$ cat config.mk
export PLATFORM = sky130hd
export DESIGN_NAME = prog_func_lut_flat
export DESIGN_NICKNAME = d
export VERILOG_FILES = /design/src/rtl/prog_func_lut_if.sv /design/src/rtl/prog_func_lut.sv /design/src/flat_wrapper.sv
export SDC_FILE = /design/constraint.sdc
export NUM_CORES = 1
export LEC_CHECK = 0
export CORE_UTILIZATION = 53
export DETAILED_ROUTE_END_ITERATION = 16
export GPL_TIMING_DRIVEN = 0
export PLACE_DENSITY = 0.75
export REMOVE_ABC_BUFFERS = 1
export SYNTH_ARGS = -nofsm -noshare
export SYNTH_HDL_FRONTEND = slang
export SYNTH_SLANG_ARGS = --single-unit
export TNS_END_PERCENT = 30
$ cat constraint.sdc
create_clock -name clk -period 2.4 [get_ports clk]
set_input_delay 0.48 -clock clk [delete_from_list [all_inputs] [get_ports clk]]
set_output_delay 0.48 -clock clk [all_outputs]
set_load 0.05 [all_outputs]
$ cat src/rtl/prog_func_lut_if.sv
// Bundle between prog_func_lut and its user: the evaluate path, the counter
// clear and the serial table-load port.
interface prog_func_lut_if #(
  parameter int N     = 5,
  parameter int CNT_W = 8
);
  logic             in_valid;
  logic [N-1:0]     in;
  logic             f;
  logic             out_valid;
  logic             f_chg;
  logic [CNT_W-1:0] ones_cnt;
  logic             cnt_clr;
  logic             cfg_start;
  logic             cfg_valid;
  logic             cfg_bit;
  logic             cfg_busy;
  logic             cfg_done;

  modport master (
    output in_valid, in, cnt_clr, cfg_start, cfg_valid, cfg_bit,
    input  f, out_valid, f_chg, ones_cnt, cfg_busy, cfg_done
  );

  modport slave (
    input  in_valid, in, cnt_clr, cfg_start, cfg_valid, cfg_bit,
    output f, out_valid, f_chg, ones_cnt, cfg_busy, cfg_done
  );
endinterface

$ cat src/rtl/prog_func_lut.sv
// Registered N-input boolean function from a 2^N-entry truth table, with a
// serially loaded shadow table that is committed atomically.
module prog_func_lut #(
  parameter int                N     = 5,
  parameter int                CNT_W = 8,
  parameter logic [(1<<N)-1:0] INIT  = {{((1 << N) - 1){1'b1}}, 1'b0}
) (
  input logic            clk,
  input logic            rst,
  prog_func_lut_if.slave bus
);
  localparam int TBL = 1 << N;

  typedef enum logic {IDLE, LOAD} state_t;

  state_t           state_q, state_d;
  logic [TBL-1:0]   active_q, shadow_q, shadow_d;
  logic [N:0]       bit_cnt_q;
  logic             wr_en, last_wr, done_q, busy;

  logic             f_q, vld_q, chg_q, f_new;
  logic [CNT_W-1:0] cnt_q;

  // ---------------- config FSM: state register ----------------
  always_ff @(posedge clk or posedge rst) begin
    if (rst) state_q <= IDLE;
    else     state_q <= state_d;
  end

  // ---------------- config FSM: next state ----------------
  always_comb begin
    state_d = state_q;
    unique case (state_q)
      IDLE: if (bus.cfg_start) state_d = LOAD;
      LOAD: begin
        if (bus.cfg_start)  state_d = LOAD;
        else if (last_wr)   state_d = IDLE;
      end
      default: state_d = IDLE;
    endcase
  end

  // ---------------- config FSM: outputs ----------------
  // A restart in the same cycle as a data bit drops that bit.
  always_comb begin
    busy     = (state_q == LOAD);
    wr_en    = busy && bus.cfg_valid && !bus.cfg_start;
    last_wr  = wr_en && (bit_cnt_q == (N+1)'(TBL - 1));
    shadow_d = shadow_q;
    if (wr_en) shadow_d[bit_cnt_q[N-1:0]] = bus.cfg_bit;
  end

  // The counter is one bit wider than the index so TBL-1 is seen before wrap.
  always_ff @(posedge clk or posedge rst) begin
    if (rst) begin
      bit_cnt_q <= '0;
      shadow_q  <= INIT;
      active_q  <= INIT;
      done_q    <= 1'b0;
    end else begin
      shadow_q <= shadow_d;
      done_q   <= last_wr;
      if (bus.cfg_start || last_wr) bit_cnt_q <= '0;
      else if (wr_en)               bit_cnt_q <= bit_cnt_q + (N+1)'(1);
      // Commit includes the final bit arriving this cycle.
      if (last_wr) active_q <= shadow_d;
    end
  end

  // ---------------- evaluation path ----------------
  // f only moves on valid results, so f_q doubles as the previous valid f.
  assign f_new = active_q[bus.in];

  always_ff @(posedge clk or posedge rst) begin
    if (rst) begin
      f_q   <= 1'b0;
      vld_q <= 1'b0;
      chg_q <= 1'b0;
      cnt_q <= '0;
    end else begin
      vld_q <= bus.in_valid;
      chg_q <= bus.in_valid && (f_new != f_q);
      if (bus.in_valid) f_q <= f_new;
      if (bus.cnt_clr)
        cnt_q <= '0;
      else if (bus.in_valid && f_new && (cnt_q != {CNT_W{1'b1}}))
        cnt_q <= cnt_q + CNT_W'(1);
    end
  end

  assign bus.f         = f_q;
  assign bus.out_valid = vld_q;
  assign bus.f_chg     = chg_q;
  assign bus.ones_cnt  = cnt_q;
  assign bus.cfg_busy  = busy;
  assign bus.cfg_done  = done_q;
endmodule
$ cat src/flat_wrapper.sv
// flat-port wrapper written by rule: the top's interface ports become plain ports
module prog_func_lut_flat 
#(
  parameter int                N     = 5,
  parameter int                CNT_W = 8,
  parameter logic [(1<<N)-1:0] INIT  = {{((1 << N) - 1){1'b1}}, 1'b0}
)
  (clk, rst, bus_in_valid, bus_in, bus_cnt_clr, bus_cfg_start, bus_cfg_valid, bus_cfg_bit, bus_f, bus_out_valid, bus_f_chg, bus_ones_cnt, bus_cfg_busy, bus_cfg_done);
  prog_func_lut_if #(.N(N), .CNT_W(CNT_W)) bus_i ();
  input logic clk;
  input logic rst;
  input wire logic [$bits(bus_i.in_valid)-1:0] bus_in_valid;
  input wire logic [$bits(bus_i.in)-1:0] bus_in;
  input wire logic [$bits(bus_i.cnt_clr)-1:0] bus_cnt_clr;
  input wire logic [$bits(bus_i.cfg_start)-1:0] bus_cfg_start;
  input wire logic [$bits(bus_i.cfg_valid)-1:0] bus_cfg_valid;
  input wire logic [$bits(bus_i.cfg_bit)-1:0] bus_cfg_bit;
  output wire logic [$bits(bus_i.f)-1:0] bus_f;
  output wire logic [$bits(bus_i.out_valid)-1:0] bus_out_valid;
  output wire logic [$bits(bus_i.f_chg)-1:0] bus_f_chg;
  output wire logic [$bits(bus_i.ones_cnt)-1:0] bus_ones_cnt;
  output wire logic [$bits(bus_i.cfg_busy)-1:0] bus_cfg_busy;
  output wire logic [$bits(bus_i.cfg_done)-1:0] bus_cfg_done;
  assign bus_i.in_valid = bus_in_valid;
  assign bus_i.in = bus_in;
  assign bus_i.cnt_clr = bus_cnt_clr;
  assign bus_i.cfg_start = bus_cfg_start;
  assign bus_i.cfg_valid = bus_cfg_valid;
  assign bus_i.cfg_bit = bus_cfg_bit;
  assign bus_f = bus_i.f;
  assign bus_out_valid = bus_i.out_valid;
  assign bus_f_chg = bus_i.f_chg;
  assign bus_ones_cnt = bus_i.ones_cnt;
  assign bus_cfg_busy = bus_i.cfg_busy;
  assign bus_cfg_done = bus_i.cfg_done;
  prog_func_lut #(.N(N), .CNT_W(CNT_W), .INIT(INIT)) u_core (.clk(clk), .rst(rst), .bus(bus_i));
endmodule
# ---- Word level (Yosys, flattened, before mapping)
# Index checks and enable logic that the tools add are counted.
dict set report word_totals {
  reg_bits 83
  wordCells 43
  in_bits 12
  output_inout_bits 13
}
dict set report op_classes {
  n_lt_le_gt_ge 3
  muxes 14
  reduce_logical 11
  n_eq_ne 3
  addsub 2
  bitwise 1
}
# op count
set ops {}
lappend ops {{32-bit bitwise mux} 1}
lappend ops {{32-bit 2-to-1 mux} 1}
lappend ops {{8-bit 2-to-1 mux} 2}
lappend ops {{5-bit by 6-bit less-than comparator with 1-bit output, second input constant} 2}
lappend ops {{6-bit 2-to-1 mux} 2}
lappend ops {{8-bit by 1-bit adder with 8-bit output, second input constant} 1}
lappend ops {{8-bit != test, second input constant} 1}
lappend ops {{1-bit logical AND} 7}
lappend ops {{6-bit by 1-bit adder with 6-bit output, second input constant} 1}
lappend ops {{6-bit by 5-bit == test with 1-bit output, second input constant} 1}
lappend ops {{1-bit binary-select mux with 5-bit select} 1}
lappend ops {{1-bit demux with 5-bit select} 1}
lappend ops {{5-bit by 1-bit greater-or-equal comparator with 1-bit output, second input constant} 1}
lappend ops {{1-bit 2-to-1 mux} 5}
lappend ops {{2-bit nonzero test} 2}
lappend ops {{1-bit one-hot mux with 2 select lines} 1}
lappend ops {{1-bit zero test} 1}
lappend ops {{1-bit logical OR} 1}
lappend ops {{1-bit != test} 1}
lappend ops {{1-bit NOT} 1}

# ---- Depth between registers and ports, before layout
dict set report logic_depth {
  word_depth 6
  depth_mapped 10
  depth_no_buf 7
}

# ---- Least setup slack after synthesis
# OpenSTA, ideal clock, no wires.
dict set report synth_path {
  path_kind {flip-flop to flip-flop}
  start {register u_core.state_q (netlist: u_core.bus.cfg_busy)}
  end {register u_core.active_q[11]}
  stages_incl_launch_ff 7
  period_less_slack_ns 2.243
  setup_time_ns 0.082
  n_path_buf 1
  t_arrival_ns 2.161
  required_time_ns 2.318
  path_slack_ns 0.157
  path_cell_list {dfrtp_1 nand2_1 nor2_2 nand2_1 nor3_4 buf_4 mux2_2}
}
dict set report synth_via {
  elab_chain_cells 3
  word_cells_on_any_way 4
  classes_between {mux (1); reduce/logical (3)}
}
# item line
set synth_lines {}
lappend synth_lines {{start, declared} prog_func_lut.sv:16} ;# state_t state_q, state_d;
lappend synth_lines {{start signal, assigned} prog_func_lut.sv:27} ;# else state_q <= state_d;
lappend synth_lines {{1-bit logical AND (*) (2 in a row)} prog_func_lut.sv:47} ;# wr_en = busy && bus.cfg_valid && !bus.cfg_start;
lappend synth_lines {{32-bit 2-to-1 mux / 1-bit logical AND (equally long branches)} {prog_func_lut.sv:50, prog_func_lut.sv:48}}
lappend synth_lines {{end signal, assigned} prog_func_lut.sv:66} ;# if (last_wr) active_q <= shadow_d;
lappend synth_lines {{end, declared} prog_func_lut.sv:17} ;# logic [TBL-1:0] active_q, shadow_q, shadow_d;
# Mark *: on every way between the ends. The rest lies on a longest branch, timed or not.
# A chain may end at the register's enable or synchronous reset.

# ---- Worst setup path in the final report
dict set report layout_path {
  start {input bus_in[2]}
  end {register u_core.cnt_q[1] (netlist: u_core.bus.ones_cnt[1])}
}
dict set report layout_via {
  elab_chain_cells 5
}
# item line
set layout_lines {}
lappend layout_lines {{start, declared} flat_wrapper.sv:13} ;# input wire logic [$bits(bus_i.in)-1:0] bus_in;
lappend layout_lines {{1-bit binary-select mux with 5-bit select} prog_func_lut.sv:72} ;# assign f_new = active_q[bus.in];
lappend layout_lines {{1-bit 2-to-1 mux (not written as such)} prog_func_lut.sv:72}
lappend layout_lines {{1-bit logical AND (2 in a row)} prog_func_lut.sv:86} ;# else if (bus.in_valid && f_new && (cnt_q != {CNT_W{1'b1}}))
lappend layout_lines {{2-bit nonzero test (no source line)} -}
lappend layout_lines {{end signal, assigned} prog_func_lut.sv:87} ;# cnt_q <= cnt_q + CNT_W'(1);
lappend layout_lines {{end, declared} prog_func_lut.sv:22} ;# logic [CNT_W-1:0] cnt_q;
# Every way passes these cells. The select of a mux whose other input is x is not followed.

==> summary.md <==
| Metric | Value |
|---|---|
| Final #Nets | `around 360` |
| Die area | `slightly below 8000 um^2` |
| Final wirelength | `~7 mm` |
| Clk slew on worst S/H paths | `around 0.090 ns` |
| Fin Hold WS | `0.419 ns` |
| Diode count | `0` |
| I/O pins | `25` |
| Setup Crit Path Kind | `in2reg` |
| Fill cells | `between 500 and 600` |
| First-pass GRT wire length | `between 10 and 15 mm` |
| Hold buffers post-CTS | `0` |
| Slew @ Worst Pin | `~1 ns` |
| CTS sink count | `just over 80` |
| CTS tree | `done` |
| Drt first-iter violations | `around 150` |
| Layout cells sized above 1 | `between 30% and 40%` |
| Critical path fanouts, max | `12` |
| Top_reg_cell synth | `dfstp_2` |
| Leak | `1.82 nW` |
| Register area | `about 2100 um^2` |
| RSZ-0062 raised after global routing | `no` |
| # DRC | `0` |
| Area growth syn-to-layout | `13.8%` |
| Number of synthesized flops with an enable pin | `0` |
| Placement row count | `30` |
| Synth Instances | `between 300 and 400` |
| Via/cell ratio | `approximately 5.5` |
| Max-cap violations | `0` |
| Clock tree buffer depth | `2` |
| Worst Path Required | `2.62 ns` |
| Worst setup margin | `approximately 0.18 ns` |
| Num CTS Buffers | `9` |
| GR Overflow Total | `0` |
| Clock root buffer | `clkbuf_8` |
| Setup WS pre-CTS | `-0.949 ns` |
| Fin. max-slew vios | `0` |
| Routed len/inst | `16.1 um` |
| Max Clk Rate | `roughly 0.45 GHz` |
| Final Cell Area | `4440 um^2` |
| Post-layout minimum cycle time | `~2.2 ns` |
| DP Area | `4210 um^2` |
| Core area | `between 6000 and 7000 um^2` |
| Synthesized area per cell | `between 10 and 15 um^2` |
| Yosys warning count | `0` |
| Sequential fraction of the synthesis area | `approximately 55%` |
| #FFs+latches synth | `82` |
| Initial antenna violation count | `0` |
| Synth top area share | `roughly two fifths` |
| Synth area leaders | `dfstp_2 41%, dfrtp_1 13%, mux2_2 12%` |
| Worst min path class | `in2async` |
| Worst Path Arrival | `2.44 ns` |
| Clock skew | `about 0.0066 ns` |
| Die W | `roughly 88 um` |
| Synth Cell Area | `3900 um^2` |
| Vias in the first global route | `between 2000 and 2500` |
| Vias after detailed routing | `between 2000 and 2500` |
| Gpl congestion | `~0.77` |
| Final cell utilization of the core | `63.9%` |
| Multi-input gate area | `approximately 1700 um^2` |
| Die Span Y | `87.8 um` |
| Worst-Skew Late Latency | `~0.35 ns` |
| Total track usage | `21.1%` |
| PwrDens | `607 nW/um^2` |
| Peak VDD IR | `approximately 0.3 mV` |
| Synth area leader | `dfstp_2` |
| Startpoint types | `primary input` |
| Distinct cells, synth | `40` |
| H-tree lvl count | `3` |
| DR pass1 iterations | `4` |
| Largest net degree at the start of global routing | `63` |
| Final Setup Violations | `0` |
| Status | `completed` |
| DP HPWL | `between 4 and 5 mm` |
| Async set-reset flop share out of synthesis | `100%` |
| Initial Util | `approximately 56%` |
| Crit end category | `register` |
| I/O Buffers | `24` |
| Fin. Hold Viols | `0` |
| Antenna Violating Nets Remaining | `0` |
| Max-slew headroom | `roughly a third` |
| Final period util | `between 90% and 100%` |
worst max-delay path, cell delays in order:
cell and delay (ns):
clkdlybuf4s50_1 0.52, nor2b_1 0.36, a22oi_1 0.15, nand3_1 0.10, nand2_1 0.10, o21ai_2 0.42, mux2i_1 0.25, nor2_1 0.06
synthesized netlist by cell type (all sizes together), types with 6 or more instances:
cell type and instances:
a21oi 9, buf 6, clkbuf 8, dfrtp 21, dfstp 61, mux2 63
mux2i 18, nand2 36, nand3 11, nor2 28, nor3 6
per-stage QoR:
stage          std cells  total power [mW]  setup TNS (ns)
2_1_floorplan        307              1.59          -10.75
3_3_place_gp         427              1.67         -108.47
6_report             446              2.69               0
4_1_cts              446              2.73               0
3_5_place_dp         429              1.69          -28.96
5_1_grt              446              2.83               0
timing repair:
item | in CTS | in global routing
resized for setup | 3 | 3
setup buffers | 1 | 0
pin swaps | 1 | 0
endpoints found under the hold margin | 0 | 0
endpoints found under the setup margin | 42 | 4
kinds of logic after synthesis:
family	count (synthesis)	share of synthesized area (%)
adders and majority gates	5	1.60
DFF	82	54.6
buffers and inverters	17	2.73
muxes	81	22.8
AOI/OAI and AO/OA	23	3.75
xor gates and xnor gates	5	1.12
and+or+nand+nor	108	13.4
final cells by class:
type | count | area share [%]
inverters | 3 | 0.310
multi-input cells | 222 | 37.6
clock inverters | 7 | 1.89
well taps | 96 | 2.71
repair buffers | 27 | 6.71
clock buffers | 9 | 2.79
flip-flops and latches | 82 | 48.0
power breakdown:
part | leakage [nW] | switching (mW) | internal [mW]
sequential | 0.908 | 0.0164 | 1.43
combinational | 0.805 | 0.136 | 0.0790
clock | 0.102 | 0.532 | 0.499
metal layers:
metal / vias up / share of wire, % / GRT usage [%]
li1: 1162 / - / -
met1: 1236 / 48 / 29.9
met2: 33 / 48 / 32.0
met3: 12 / 2.6 / 3.58
met4: 0 / 1.6 / 9.54
met5: - / 0 / 0
flip-flops by register name, summed over array words and instances, names as in the netlist:
| register | flops |
|---|---|
| u_core.bus.ones_cnt | 8 |
| u_core.bus.cfg_done | 1 |
| u_core.bus.out_valid | 1 |
| u_core.shadow_q | 31 |
| u_core.active_q | 32 |
| u_core.bus.cfg_busy | 1 |
| u_core.bus.f | 1 |
| u_core.bus.f_chg | 1 |
| u_core.bit_cnt_q | 6 |
cell usage in the layout, fill, tap and decap left out, types with 11 or more instances in the layout:
cell type / Yosys / final
nor2_1: 27 / 27
clkdlybuf4s50_1: 0 / 23
nand2_1: 35 / 35
dfrtp_1: 21 / 21
mux2_2: 43 / 43
mux2i_1: 18 / 18
nand3_1: 11 / 11
mux2_1: 20 / 20
dfstp_2: 61 / 61
path summary, 6_finish.rpt:
kind	from	endpoint	slack [ns]	cells past startpoint
worst max-delay path	bus_in[2]	u_core.bus.ones_cnt[1]	0.18	8
worst min-delay path	rst	u_core.bus.ones_cnt[5]	0.42	2
worst max register to register	u_core.bus.ones_cnt[1]	u_core.bus.ones_cnt[1]	0.42	7
worst min register to register	u_core.shadow_q[0]	u_core.shadow_q[0]	0.49	1
max in group asynchronous	rst	u_core.shadow_q[2]	1.35	3
min in group clk	u_core.shadow_q[0]	u_core.shadow_q[0]	0.49	1
(Power assumes the default switching activity.)
